**src/rtl/dac_code_sequencer_if.sv**
```systemverilog
// Producer / control / DAC-side bundle for the DAC code sequencer.
interface dac_code_sequencer_if #(
    parameter int WIDTH = 8,
    parameter int DEPTH = 4,
    parameter int DIV_W = 16
);
    localparam int LW = $clog2(DEPTH) + 1;

    logic             en;
    logic [DIV_W-1:0] rate_div;
    logic [WIDTH-1:0] in_data;
    logic             in_valid;
    logic             in_ready;
    logic [WIDTH-1:0] dig;
    logic             update;
    logic             underflow;
    logic             clr_uf;
    logic [LW-1:0]    level;

    modport master (
        output en, rate_div, in_data, in_valid, clr_uf,
        input  in_ready, dig, update, underflow, level
    );

    modport slave (
        input  en, rate_div, in_data, in_valid, clr_uf,
        output in_ready, dig, update, underflow, level
    );
endinterface

```
**src/rtl/dac_code_sequencer.sv**
```systemverilog
// Paced DAC code sequencer: sample FIFO drained into a registered R-2R code
// at one entry per (rate_div+1) clocks while enabled.
module dac_code_sequencer #(
    parameter int WIDTH = 8,
    parameter int DEPTH = 4,
    parameter int DIV_W = 16
) (
    input logic                clk,
    input logic                rst,
    dac_code_sequencer_if.slave bus
);
    localparam int AW = $clog2(DEPTH);
    localparam int LW = AW + 1;

    localparam logic [0:0] S_IDLE = 1'b0;
    localparam logic [0:0] S_RUN  = 1'b1;

    logic [0:0]       state_q, state_d;
    logic [DIV_W-1:0] cnt_q, cnt_d;
    logic [AW-1:0]    wr_ptr_q, wr_ptr_d;
    logic [AW-1:0]    rd_ptr_q, rd_ptr_d;
    logic [LW-1:0]    level_q, level_d;
    logic [WIDTH-1:0] mem_q [DEPTH];
    logic [WIDTH-1:0] mem_d [DEPTH];
    logic [WIDTH-1:0] dig_q, dig_d;
    logic             update_q, update_d;
    logic             uf_q, uf_d;

    logic full, empty, push, pop, tick;

    // in_ready depends on level only, so a same-cycle pop never opens a full FIFO
    assign full     = (level_q == LW'(DEPTH));
    assign empty    = (level_q == '0);
    assign push     = bus.in_valid && !full;
    // en low drops to IDLE and suppresses the tick in the same cycle
    assign tick     = (state_q == S_RUN) && bus.en && (cnt_q == bus.rate_div);
    assign pop      = tick && !empty;

    assign bus.in_ready  = !full;
    assign bus.dig       = dig_q;
    assign bus.update    = update_q;
    assign bus.underflow = uf_q;
    assign bus.level     = level_q;

    // Run/idle control and the update-rate divider
    always_comb begin
        state_d = state_q;
        cnt_d   = cnt_q;
        case (state_q)
            S_IDLE: begin
                cnt_d = '0;
                if (bus.en && !empty) state_d = S_RUN;
            end
            default: begin
                if (!bus.en) begin
                    state_d = S_IDLE;
                    cnt_d   = '0;
                end else if (tick) begin
                    cnt_d = '0;
                end else begin
                    cnt_d = cnt_q + DIV_W'(1);
                end
            end
        endcase
    end

    // Sample FIFO storage, pointers and occupancy
    always_comb begin
        mem_d    = mem_q;
        wr_ptr_d = wr_ptr_q;
        rd_ptr_d = rd_ptr_q;
        level_d  = level_q;
        if (push) begin
            mem_d[wr_ptr_q] = bus.in_data;
            wr_ptr_d        = wr_ptr_q + AW'(1);
        end
        if (pop) rd_ptr_d = rd_ptr_q + AW'(1);
        case ({push, pop})
            2'b10:   level_d = level_q + LW'(1);
            2'b01:   level_d = level_q - LW'(1);
            default: level_d = level_q;
        endcase
    end

    // DAC code register, update strobe and sticky underflow (set beats clear)
    always_comb begin
        dig_d    = pop ? mem_q[rd_ptr_q] : dig_q;
        update_d = pop;
        if (tick && empty)   uf_d = 1'b1;
        else if (bus.clr_uf) uf_d = 1'b0;
        else                 uf_d = uf_q;
    end

    // State registers
    always_ff @(posedge clk or posedge rst) begin
        if (rst) begin
            state_q  <= S_IDLE;
            cnt_q    <= '0;
            wr_ptr_q <= '0;
            rd_ptr_q <= '0;
            level_q  <= '0;
            dig_q    <= '0;
            update_q <= 1'b0;
            uf_q     <= 1'b0;
            for (int i = 0; i < DEPTH; i++) mem_q[i] <= '0;
        end else begin
            state_q  <= state_d;
            cnt_q    <= cnt_d;
            wr_ptr_q <= wr_ptr_d;
            rd_ptr_q <= rd_ptr_d;
            level_q  <= level_d;
            dig_q    <= dig_d;
            update_q <= update_d;
            uf_q     <= uf_d;
            mem_q    <= mem_d;
        end
    end
endmodule

```
**src/flat_wrapper.sv**
```systemverilog
// flat-port wrapper written by rule: the top's interface ports become plain ports
module dac_code_sequencer_flat 
#(
    parameter int WIDTH = 8,
    parameter int DEPTH = 4,
    parameter int DIV_W = 16
)
  (clk, rst, bus_en, bus_rate_div, bus_in_data, bus_in_valid, bus_clr_uf, bus_in_ready, bus_dig, bus_update, bus_underflow, bus_level);
  dac_code_sequencer_if #(.WIDTH(WIDTH), .DEPTH(DEPTH), .DIV_W(DIV_W)) bus_i ();
  input logic clk;
  input logic rst;
  input wire logic [$bits(bus_i.en)-1:0] bus_en;
  input wire logic [$bits(bus_i.rate_div)-1:0] bus_rate_div;
  input wire logic [$bits(bus_i.in_data)-1:0] bus_in_data;
  input wire logic [$bits(bus_i.in_valid)-1:0] bus_in_valid;
  input wire logic [$bits(bus_i.clr_uf)-1:0] bus_clr_uf;
  output wire logic [$bits(bus_i.in_ready)-1:0] bus_in_ready;
  output wire logic [$bits(bus_i.dig)-1:0] bus_dig;
  output wire logic [$bits(bus_i.update)-1:0] bus_update;
  output wire logic [$bits(bus_i.underflow)-1:0] bus_underflow;
  output wire logic [$bits(bus_i.level)-1:0] bus_level;
  assign bus_i.en = bus_en;
  assign bus_i.rate_div = bus_rate_div;
  assign bus_i.in_data = bus_in_data;
  assign bus_i.in_valid = bus_in_valid;
  assign bus_i.clr_uf = bus_clr_uf;
  assign bus_in_ready = bus_i.in_ready;
  assign bus_dig = bus_i.dig;
  assign bus_update = bus_i.update;
  assign bus_underflow = bus_i.underflow;
  assign bus_level = bus_i.level;
  dac_code_sequencer #(.WIDTH(WIDTH), .DEPTH(DEPTH), .DIV_W(DIV_W)) u_core (.clk(clk), .rst(rst), .bus(bus_i));
endmodule
```
**config.mk**
```make
export PLATFORM = sky130hd
export DESIGN_NAME = dac_code_sequencer_flat
export DESIGN_NICKNAME = d
export VERILOG_FILES = /design/src/rtl/dac_code_sequencer_if.sv /design/src/rtl/dac_code_sequencer.sv /design/src/flat_wrapper.sv
export SDC_FILE = /design/constraint.sdc
export NUM_CORES = 1
export LEC_CHECK = 0
export BUFFER_PORTS_ARGS = -buffer_cell sky130_fd_sc_hd__buf_2
export CORE_MARGIN = 5
export CORE_UTILIZATION = 30
export DETAILED_ROUTE_END_ITERATION = 7
export SLEW_MARGIN = 20
export SYNTH_ARGS = -nofsm -noshare
export SYNTH_HDL_FRONTEND = slang
export SYNTH_SLANG_ARGS = --single-unit
export TNS_END_PERCENT = 10
```
**constraint.sdc**
```tcl
create_clock -name clk -period 2.5 [get_ports clk]
set_input_delay 0.25 -clock clk [delete_from_list [all_inputs] [get_ports clk]]
set_output_delay 0.25 -clock clk [all_outputs]
set_load 0.02 [all_outputs]
```
### Word level (Yosys, flattened, before mapping)

Index checks and enable logic that the tools add are counted.

* output and inout bits: 14
* register bits after elaboration: 66
* input port bits: 29
* word-level logic and storage cells: 53

* mux-type cells: 15
* add/sub/neg operators: 5
* reduce and logical (&&, ||, !) cells: 12
* bitwise operators: 2
* eq/ne operators: 4
* $lt $le $gt $ge: 3

Operators with widths (count)
* 2-to-1 mux 16 bit: 3
* bitwise mux 32 bit: 1
* 2-to-1 mux 8 bit: 3
* adder 16 x 1 -> 16 bit (second input constant): 1
* binary-select mux 8 bit (select 2 bit): 1
* demux 8 bit (select 2 bit): 1
* equality test 16 bit: 1
* logical AND 1 bit: 7
* >= comparator 3 bit (second input constant): 2
* inverter 2 -> 3 bit: 2
* one-hot mux 3 bit (2 select lines): 1
* 2-to-1 mux 1 bit: 5
* adder 2 x 1 -> 2 bit (second input constant): 2
* nonzero test 2 bit: 2
* adder 3 x 1 -> 3 bit (second input constant): 1
* equality test 3 bit (second input constant): 1
* logical NOT 3 bit: 1
* < comparator 3 x 1 -> 1 bit (second input constant): 1
* subtractor 3 x 1 -> 3 bit (second input constant): 1
* equality test 2 x 1 -> 1 bit (second input constant): 1
* equality test 2 bit (second input constant): 1
* logical NOT 1 bit: 2

### Longest topological paths before layout

Gate-level depths: netlist of run 1.

* word-level depth: 6
* depth in mapped cells: 11
* mapped depth without buffers: 10

### Least setup slack after synthesis of run 1

No wires, ideal clock.

* path type: reg-to-reg
* from: register u_core.cnt_q[2]
* to: register u_core.level_q[2], in the netlist u_core.bus.level[2]
* stages on the path, launching flop included: 12
* required time: 2.420 ns
* arrival: 2.416 ns
* period minus slack after synthesis: 2.495 ns
* path slack: 0.005 ns
* library setup time: 0.080 ns
* path buffers: 1
* path through: dfrtp_1 -> xnor2_1 -> nand4_1 -> nor4_4 -> and4_4 -> buf_12 -> ha_1 -> inv_1 -> fa_1 -> xor2_1 -> nor2_1 -> xor2_1

* longest elaborated chain between the ends: 5

Ends and longest elaborated chain
* from (decl): RTL line dac_code_sequencer.sv:19 `logic [DIV_W-1:0] cnt_q, cnt_d;`
* from (signal assigned): RTL line dac_code_sequencer.sv:108 `cnt_q <= cnt_d;`
* equality test 16 bit *: RTL line dac_code_sequencer.sv:36 `assign tick = (state_q == S_RUN) && bus.en && (cnt_q == bus.rate_div);`
* logical AND 1 bit *: RTL line dac_code_sequencer.sv:36
* logical AND 1 bit *: RTL line dac_code_sequencer.sv:37 `assign pop = tick && !empty;`
* named net u_core.pop: RTL line dac_code_sequencer.sv:29 `logic full, empty, push, pop, tick;`
* equality test 2 x 1 -> 1 bit / equality test 2 bit (equally long branches): RTL line dac_code_sequencer.sv:78 `case ({push, pop})`
* one-hot mux 3 bit (2 select lines) / nonzero test 2 bit (equally long branches)
* to (signal assigned): RTL line dac_code_sequencer.sv:111 `level_q <= level_d;`
* to (decl): RTL line dac_code_sequencer.sv:22 `logic [LW-1:0] level_q, level_d;`

Mark *: on every way through the listed nets, which the timed path passes. The rest lies on a longest branch.
A chain may end at the register's enable or synchronous reset.

### Final worst setup path of run 1

* from: register u_core.cnt_q[0]
* to: register u_core.level_q[2], in the netlist u_core.bus.level[2]

* longest elaborated chain between the ends: 5

Ends and longest elaborated chain (RTL line)
* equality test 16 bit *: dac_code_sequencer.sv:36
* logical AND 1 bit *: dac_code_sequencer.sv:36
* logical AND 1 bit *: dac_code_sequencer.sv:37
* equality test 2 x 1 -> 1 bit / equality test 2 bit (equally long branches): dac_code_sequencer.sv:78
* one-hot mux 3 bit (2 select lines) / nonzero test 2 bit (equally long branches)

Every way passes the cells marked *; elsewhere a longest branch is shown, timed or not.

==> results of run 1 <==
layout make-up:
class	count	area, um2
Fill cell	987	6400
Sequential cell	66	1650
Multi-Input combinational cell	148	1410
Timing Repair Buffer	58	333
Tap cell	136	170
Clock buffer	10	138
Clock inverter	6	88.8
Inverter	9	33.8
power groups by stage:
| stage | logic, mW | clock network (mW) | registers, mW |
|---|---|---|---|
| after floorplan | 0.636 | 0 | 1.55 |
| after global placement | 0.830 | 0 | 1.55 |
| after detailed placement | 0.864 | 0 | 1.56 |
| after CTS | 0.871 | 1.04 | 1.54 |
| after global routing | 0.949 | 1.09 | 1.58 |
| final | 0.862 | 1.02 | 1.54 |
cells in the final DEF, fill, tap and decap left out, drive strengths merged, types with 6 or more instances in the layout:
cell    Yosys  layout
buf         5      57
clkbuf      1      10
dfrtp      66      66
ha          6       6
inv         9      10
mux2       40      40
mux4        8       8
nand2       8       8
nand3       9       9
nand4       6       6
nor2       17      17
xnor2      22      22
xor2       14      14
through the flow:
stage | total power [mW] | utilization (%) | hold WS (ps) | TNS (ps) | instance area [um2]
after floorplan | 2.18 | - | 359 | 0 | 3120
after global placement | 2.38 | 34.6 | 294 | 0 | 3540
after detailed placement | 2.43 | 34.6 | 316 | 0 | 3540
after CTS | 3.46 | 37.0 | 114 | 0 | 3780
after global routing | 3.62 | 37.4 | 118 | -42.0 | 3830
final | 3.42 | 37.4 | 126 | 0 | 3830
sequential cells by signal, indices dropped and copies added, names as in the netlist:
register and flops:
u_core.wr_ptr_q 2, u_core.state_q 1, u_core.mem_q 32, u_core.bus.update 1, u_core.rd_ptr_q 2, u_core.bus.level 3, u_core.bus.underflow 1, u_core.bus.dig 8
u_core.cnt_q 16
layer usage:
| metal | part of all wire [%] | up-vias |
|---|---|---|
| met5 | 0 | - |
| met2 | 49 | 27 |
| met1 | 45 | 985 |
| met4 | 1.6 | 0 |
| li1 | - | 925 |
| met3 | 4.6 | 10 |
worst max-delay path, cell delays in order, from the launching register on:
cell and delay [ps]:
dfrtp_1 400, xnor2_1 170, nand4_1 200, nor4_4 350
and4_4 280, ha_4 140, inv_2 40, fa_2 330
xor2_1 150, nor2_1 130, xor2_1 150
repair_timing:
item                                   in CTS  in global routing
hold buffers                                1                  0
gates resized for setup                     0                  6
buffers inserted                            0                  3
setup endpoints to repair                   0                  1
endpoints found under the hold margin      21                  0
worst paths after layout:
check                                      from                   end  slack [ps]  cells past startpoint
worst max-delay path            u_core.cnt_q[0]   u_core.bus.level[2]         100                     10
worst min-delay path                 bus_clr_uf  u_core.bus.underflow         130                      2
worst max register to register  u_core.cnt_q[0]   u_core.bus.level[2]         100                     10
worst min register to register  u_core.mem_q[1]       u_core.mem_q[1]         500                      1
max in group asynchronous                   rst     u_core.bus.dig[6]        1290                      4
min in group asynchronous                   rst       u_core.mem_q[3]         480                      3
kinds of logic (layout without fill, tap and decap cells):
| family | count (synthesis) | after routing | synth area share (%) |
|---|---|---|---|
| DFF | 66 | 66 | 53.0 |
| adders and majority gates | 7 | 7 | 3.05 |
| xor gates and xnor gates | 36 | 36 | 10.1 |
| AOI/OAI and AO/OA | 3 | 3 | 0.602 |
| buffers and inverters | 15 | 83 | 2.41 |
| and+or+nand+nor | 53 | 53 | 9.28 |
| muxes | 49 | 49 | 21.5 |
==> metrics.cfg, run 1 <==
[outcome]
status=finished, final reports clean

[sta]
fin_crit_ps=2400
worst_pin_slew_ps=681
slew_headroom_pct=54.5
clock-skew-final_ps=8.65
setup_ws_ps=95.6
setup_violations=0
rsz0062_at_grt=true
maxSlewViolCount=0
fmax_ghz=0.416
fin_crit_sh_pct=96.2
hold_viol=0

[synth]
netlist.area_leader.share_pct=53.0
ys_ff_latch=66
synth_common_cells=dfrtp_1 (66), mux2_2 (32), xnor2_1 (22)
ys_warn_count=0
syn_nets=265
synth_edf_count=0
synth-main-ff-cell=dfrtp_1
syn_area_per_cell_um2=13.6
ys_async_sr_fraction_pct=100
yosysUniqueCellTypes=28
synth.most_common_cell=dfrtp_1
synth_top_area_cell=dfrtp_1
synth_cells=229
netlist_area_um2=3120
synth_area_leaders=dfrtp_1 (53%), mux2_2 (12%), xnor2_1 (6.2%)
yosysSeqAreaShare_pct=53.0

[power]
p_seq_share_pct=45.0
p_comb_share_pct=25.2
switching_share_pct=28.2
clkPwrFrac_pct=29.8
vdd_ir_drop_max_mv=0.250
p_leak_nw=1.72
p_sw_mw=0.964
powerDensity_nw_per_um2=894
intPower_mw=2.46

[cts]
clockBufferDepth=2
cts-root-buf=clkbuf_8
clk-insertion-delay-late_ps=340
htreeDepth=3
clkSlewWorstSetupHoldPaths_ps=70
cts_tree=yes
cts.sinks=66
cts_buffers=9

[worst_setup_path]
worstPathRequired_ps=2760
arrival_ps=2670
start_kind=flop
crit_path_end_kind=flop
critPathMaxFanout=2
crit_type=reg -> reg

[grt]
met2_usage_pct=17.4
grt_pass1_vias=2082
top_usage_layer=met2
grt_max_degree=27
track_usage_pct=10.6
grt_pass1_wl_mm=10.4
grt-ovfl-total=0
met1_usage_pct=12.9
antenna_found_initial=0
met3_usage_pct=3.32

[route]
dr.pass1.iters=4
dr_total_vias=1947
drt_iter0_drc=89
drc=0
post_drt_wl_per_cell_um=14.6
post_drt_via_cell_ratio=4.50
ant_nets=0
wirelength_mm=6.33

[die]
die_area_um2=12500
core_um2=10200
rows=37
die_x_um=112
initial_core_util_pct=30.5
boundaryPins=43
fp.dieH_um=112

[min_path]
worstHoldPathType=in -> reg

[cells_and_area]
layout-drive-gt1-share_pct=43.4
diodes=0
fin_cells=433
nNetsFinal=328
area_growth_pct=22.9

[place]
io_buffers=42
place_inst=413
place_ws_ps=61.6
place_congestion=0.744
dp.final_hpwl_mm=4.34

[run]
max-cap-violations=0

(Power assumes the default switching activity.)
==> run 2, diff against run 1 <==
CORE_ASPECT_RATIO = 0.5   (was unset)
==> metrics.cfg, run 2 (same netlist as run 1, synthesis figures left out) <==
[worst_setup_path]
r2r-start=u_core.cnt_q[13]  ; was u_core.cnt_q[0]
crit_type=reg -> reg  ; unchanged
critPathMaxFanout=2  ; unchanged
max_stage_delay_ps=390  ; was 400 ps
start_kind=flop  ; unchanged
worstPathRequired_ps=2750  ; was 2760 ps
startpoint=u_core.cnt_q[13]  ; was u_core.cnt_q[0]
path_cells=xnor2_1 -> nand4_1 -> nor4_4 -> and4_4 -> ha_4 -> inv_2 -> fa_2 -> xor2_1 -> nor2_1 -> xor2_1  ; unchanged
worstRegToRegCells=10  ; unchanged
arrival_ps=2580  ; was 2670 ps
crit_path_end_kind=flop  ; unchanged
crit_path_frequent_cell=xor2_1  ; unchanged
critical-path-slowest-cell=dfrtp_1  ; unchanged
reg2reg_slack_ps=170  ; was 100 ps

[min_path]
worstHoldPathType=in -> reg  ; unchanged
worstHoldPathCells=2  ; unchanged
hp-start=bus_clr_uf  ; unchanged

[outcome]
status=finished, final reports clean  ; unchanged

[route]
wirelength_mm=6.33  ; about the same
drc=0  ; unchanged
post_drt_via_cell_ratio=4.44  ; was 4.50
ant_nets=0  ; unchanged
drt_iter0_drc=44  ; was 89
dr_total_vias=1946  ; was 1,947
post_drt_wl_per_cell_um=14.5  ; was 14.6 um
dr.pass1.iters=4  ; unchanged

[power]
p_seq_share_pct=41.8  ; was 45.0%
clkPwrFrac_pct=35.1  ; was 29.8%
p_sw_mw=0.989  ; was 0.964 mW
p_comb_share_pct=23.1  ; was 25.2%
powerDensity_nw_per_um2=947  ; was 894 nW/um2
intPower_mw=2.72  ; was 2.46 mW
vdd_ir_drop_max_mv=0.373  ; was 0.250 mV
p_leak_nw=1.77  ; was 1.72 nW
switching_share_pct=26.6  ; was 28.2%

[cells_and_area]
multi_input_area_um2=1400  ; was 1410 um2
layout-drive-gt1-share_pct=43.0  ; was 43.4%
area_growth_pct=25.9  ; was 22.9%
nNetsFinal=329  ; was 328
diodes=0  ; unchanged
fill_cells=971  ; was 987
seq_area_um2=1650  ; unchanged
layout_common_cells=dfrtp_1 (65), buf_2 (42), mux2_2 (32), xnor2_1 (22), nor2_1 (17)  ; was dfrtp_1 (65), buf_2 (42), mux2_2 (32), xnor2_1 (21), nor2_1 (17)
finalCoreUtilization_pct=38.5  ; was 37.4%
final_area_um2=3920  ; was 3830 um2
final_common_cell=dfrtp_1  ; unchanged
largest_reg_flops=32  ; unchanged
largest-register=u_core.mem_q  ; unchanged

[cts]
cts_tree=yes  ; unchanged
cts.sinks=66  ; unchanged
clockBufferDepth=2  ; unchanged
cts-root-buf=clkbuf_16  ; was clkbuf_8
cts_buffers=9  ; unchanged
clkSlewWorstSetupHoldPaths_ps=50  ; was 70 ps
clk-insertion-delay-late_ps=330  ; was 340 ps
htreeDepth=3  ; unchanged

[die]
rows=26  ; was 37
boundaryPins=43  ; unchanged
fp.dieH_um=82.1  ; was 112 um
initial_core_util_pct=30.6  ; was 30.5%
die_x_um=154  ; was 112 um
core_um2=10200  ; about the same
die_area_um2=12600  ; was 12,500 um2

[sta]
clock-skew-final_ps=5.47  ; was 8.65 ps
fin_crit_ps=2330  ; was 2400 ps
rsz0062_at_grt=true  ; unchanged
slew_headroom_pct=56.6  ; was 54.5%
finalSetupTns_ps=0  ; unchanged
worst_pin_slew_ps=650  ; was 681 ps
fmax_ghz=0.428  ; was 0.416 GHz
whs_ps=128  ; was 126 ps
fin_crit_sh_pct=93.4  ; was 96.2%
hold_viol=0  ; unchanged
setup_violations=0  ; unchanged
maxSlewViolCount=0  ; unchanged

[place]
postPlaceCellArea_um2=3510  ; was 3540 um2
dp.final_hpwl_mm=4.51  ; was 4.34 mm
place_congestion=0.817  ; was 0.744
io_buffers=42  ; unchanged

[grt]
grt_pass1_wl_mm=10.6  ; was 10.4 mm
grt_pass1_vias=2128  ; was 2,082
antenna_found_initial=0  ; unchanged
grt-ovfl-total=0  ; unchanged
track_usage_pct=10.9  ; was 10.6%
grt_max_degree=28  ; was 27

[run]
max-cap-violations=0  ; unchanged

-- run 2: path summary, 6_finish.rpt --
path,to
worst max-delay path,u_core.bus.level[2]
worst min-delay path,u_core.bus.underflow
worst max register to register,u_core.bus.level[2]
worst min register to register,u_core.mem_q[14]
max in group asynchronous,u_core.mem_q[15]
min in group asynchronous,u_core.bus.level[2]
-- run 2: routing by layer --
metal  vias up  routed length [um]  global-route usage, %
li1        931                   -                      -
met1       973                2980                   13.5
met2        33                3020                   18.0
met3         9                 240                   3.26
met4         0                  91                   4.49
met5         -                   0                      0
-- run 2: worst max-delay path: cells and delay by family, from the launching register on --
family,cells,cell delay [ps]
XOR/XNOR,3,490
adder cells (fa/ha/maj),2,450
buffers and inverters,1,30
flip-flops,1,390
AND/OR/NAND/NOR,4,890
-- run 2: power groups by stage --
| stage | logic (mW) | clock network (mW) | registers, mW |
|---|---|---|---|
| finish | 0.858 | 1.30 | 1.55 |
| global route | 0.951 | 1.38 | 1.58 |
| CTS | 0.866 | 1.33 | 1.55 |
| detailed placement | 0.861 | 0 | 1.57 |
| global placement | 0.814 | 0 | 1.54 |
| floorplan | 0.636 | 0 | 1.55 |
-- run 2: through the flow --
stage	worst slack (ps)	instances	power, mW
floorplan	4.75	229	2.18
global placement	122	412	2.35
detailed placement	32.4	412	2.43
CTS	12.8	429	3.75
global route	-38.0	438	3.92
finish	165	438	3.71
-- run 2: final cells by class --
type / instances / share of cell area [%]
clock inverter: 3 / 1.18
clock buffer: 13 / 6.89
multi-input combinational: 148 / 35.8
sequential: 66 / 42.1
tap: 140 / 4.47
inverter: 9 / 0.861
timing repair buffer: 59 / 8.68
-- run 2: timing repair --
item | 4_1_cts | 5_1_grt
setup endpoints to repair | 0 | 1
hold endpoints to repair | 22 | 0
gates resized for setup | 0 | 5
setup buffers | 0 | 9
hold buffers | 1 | 0
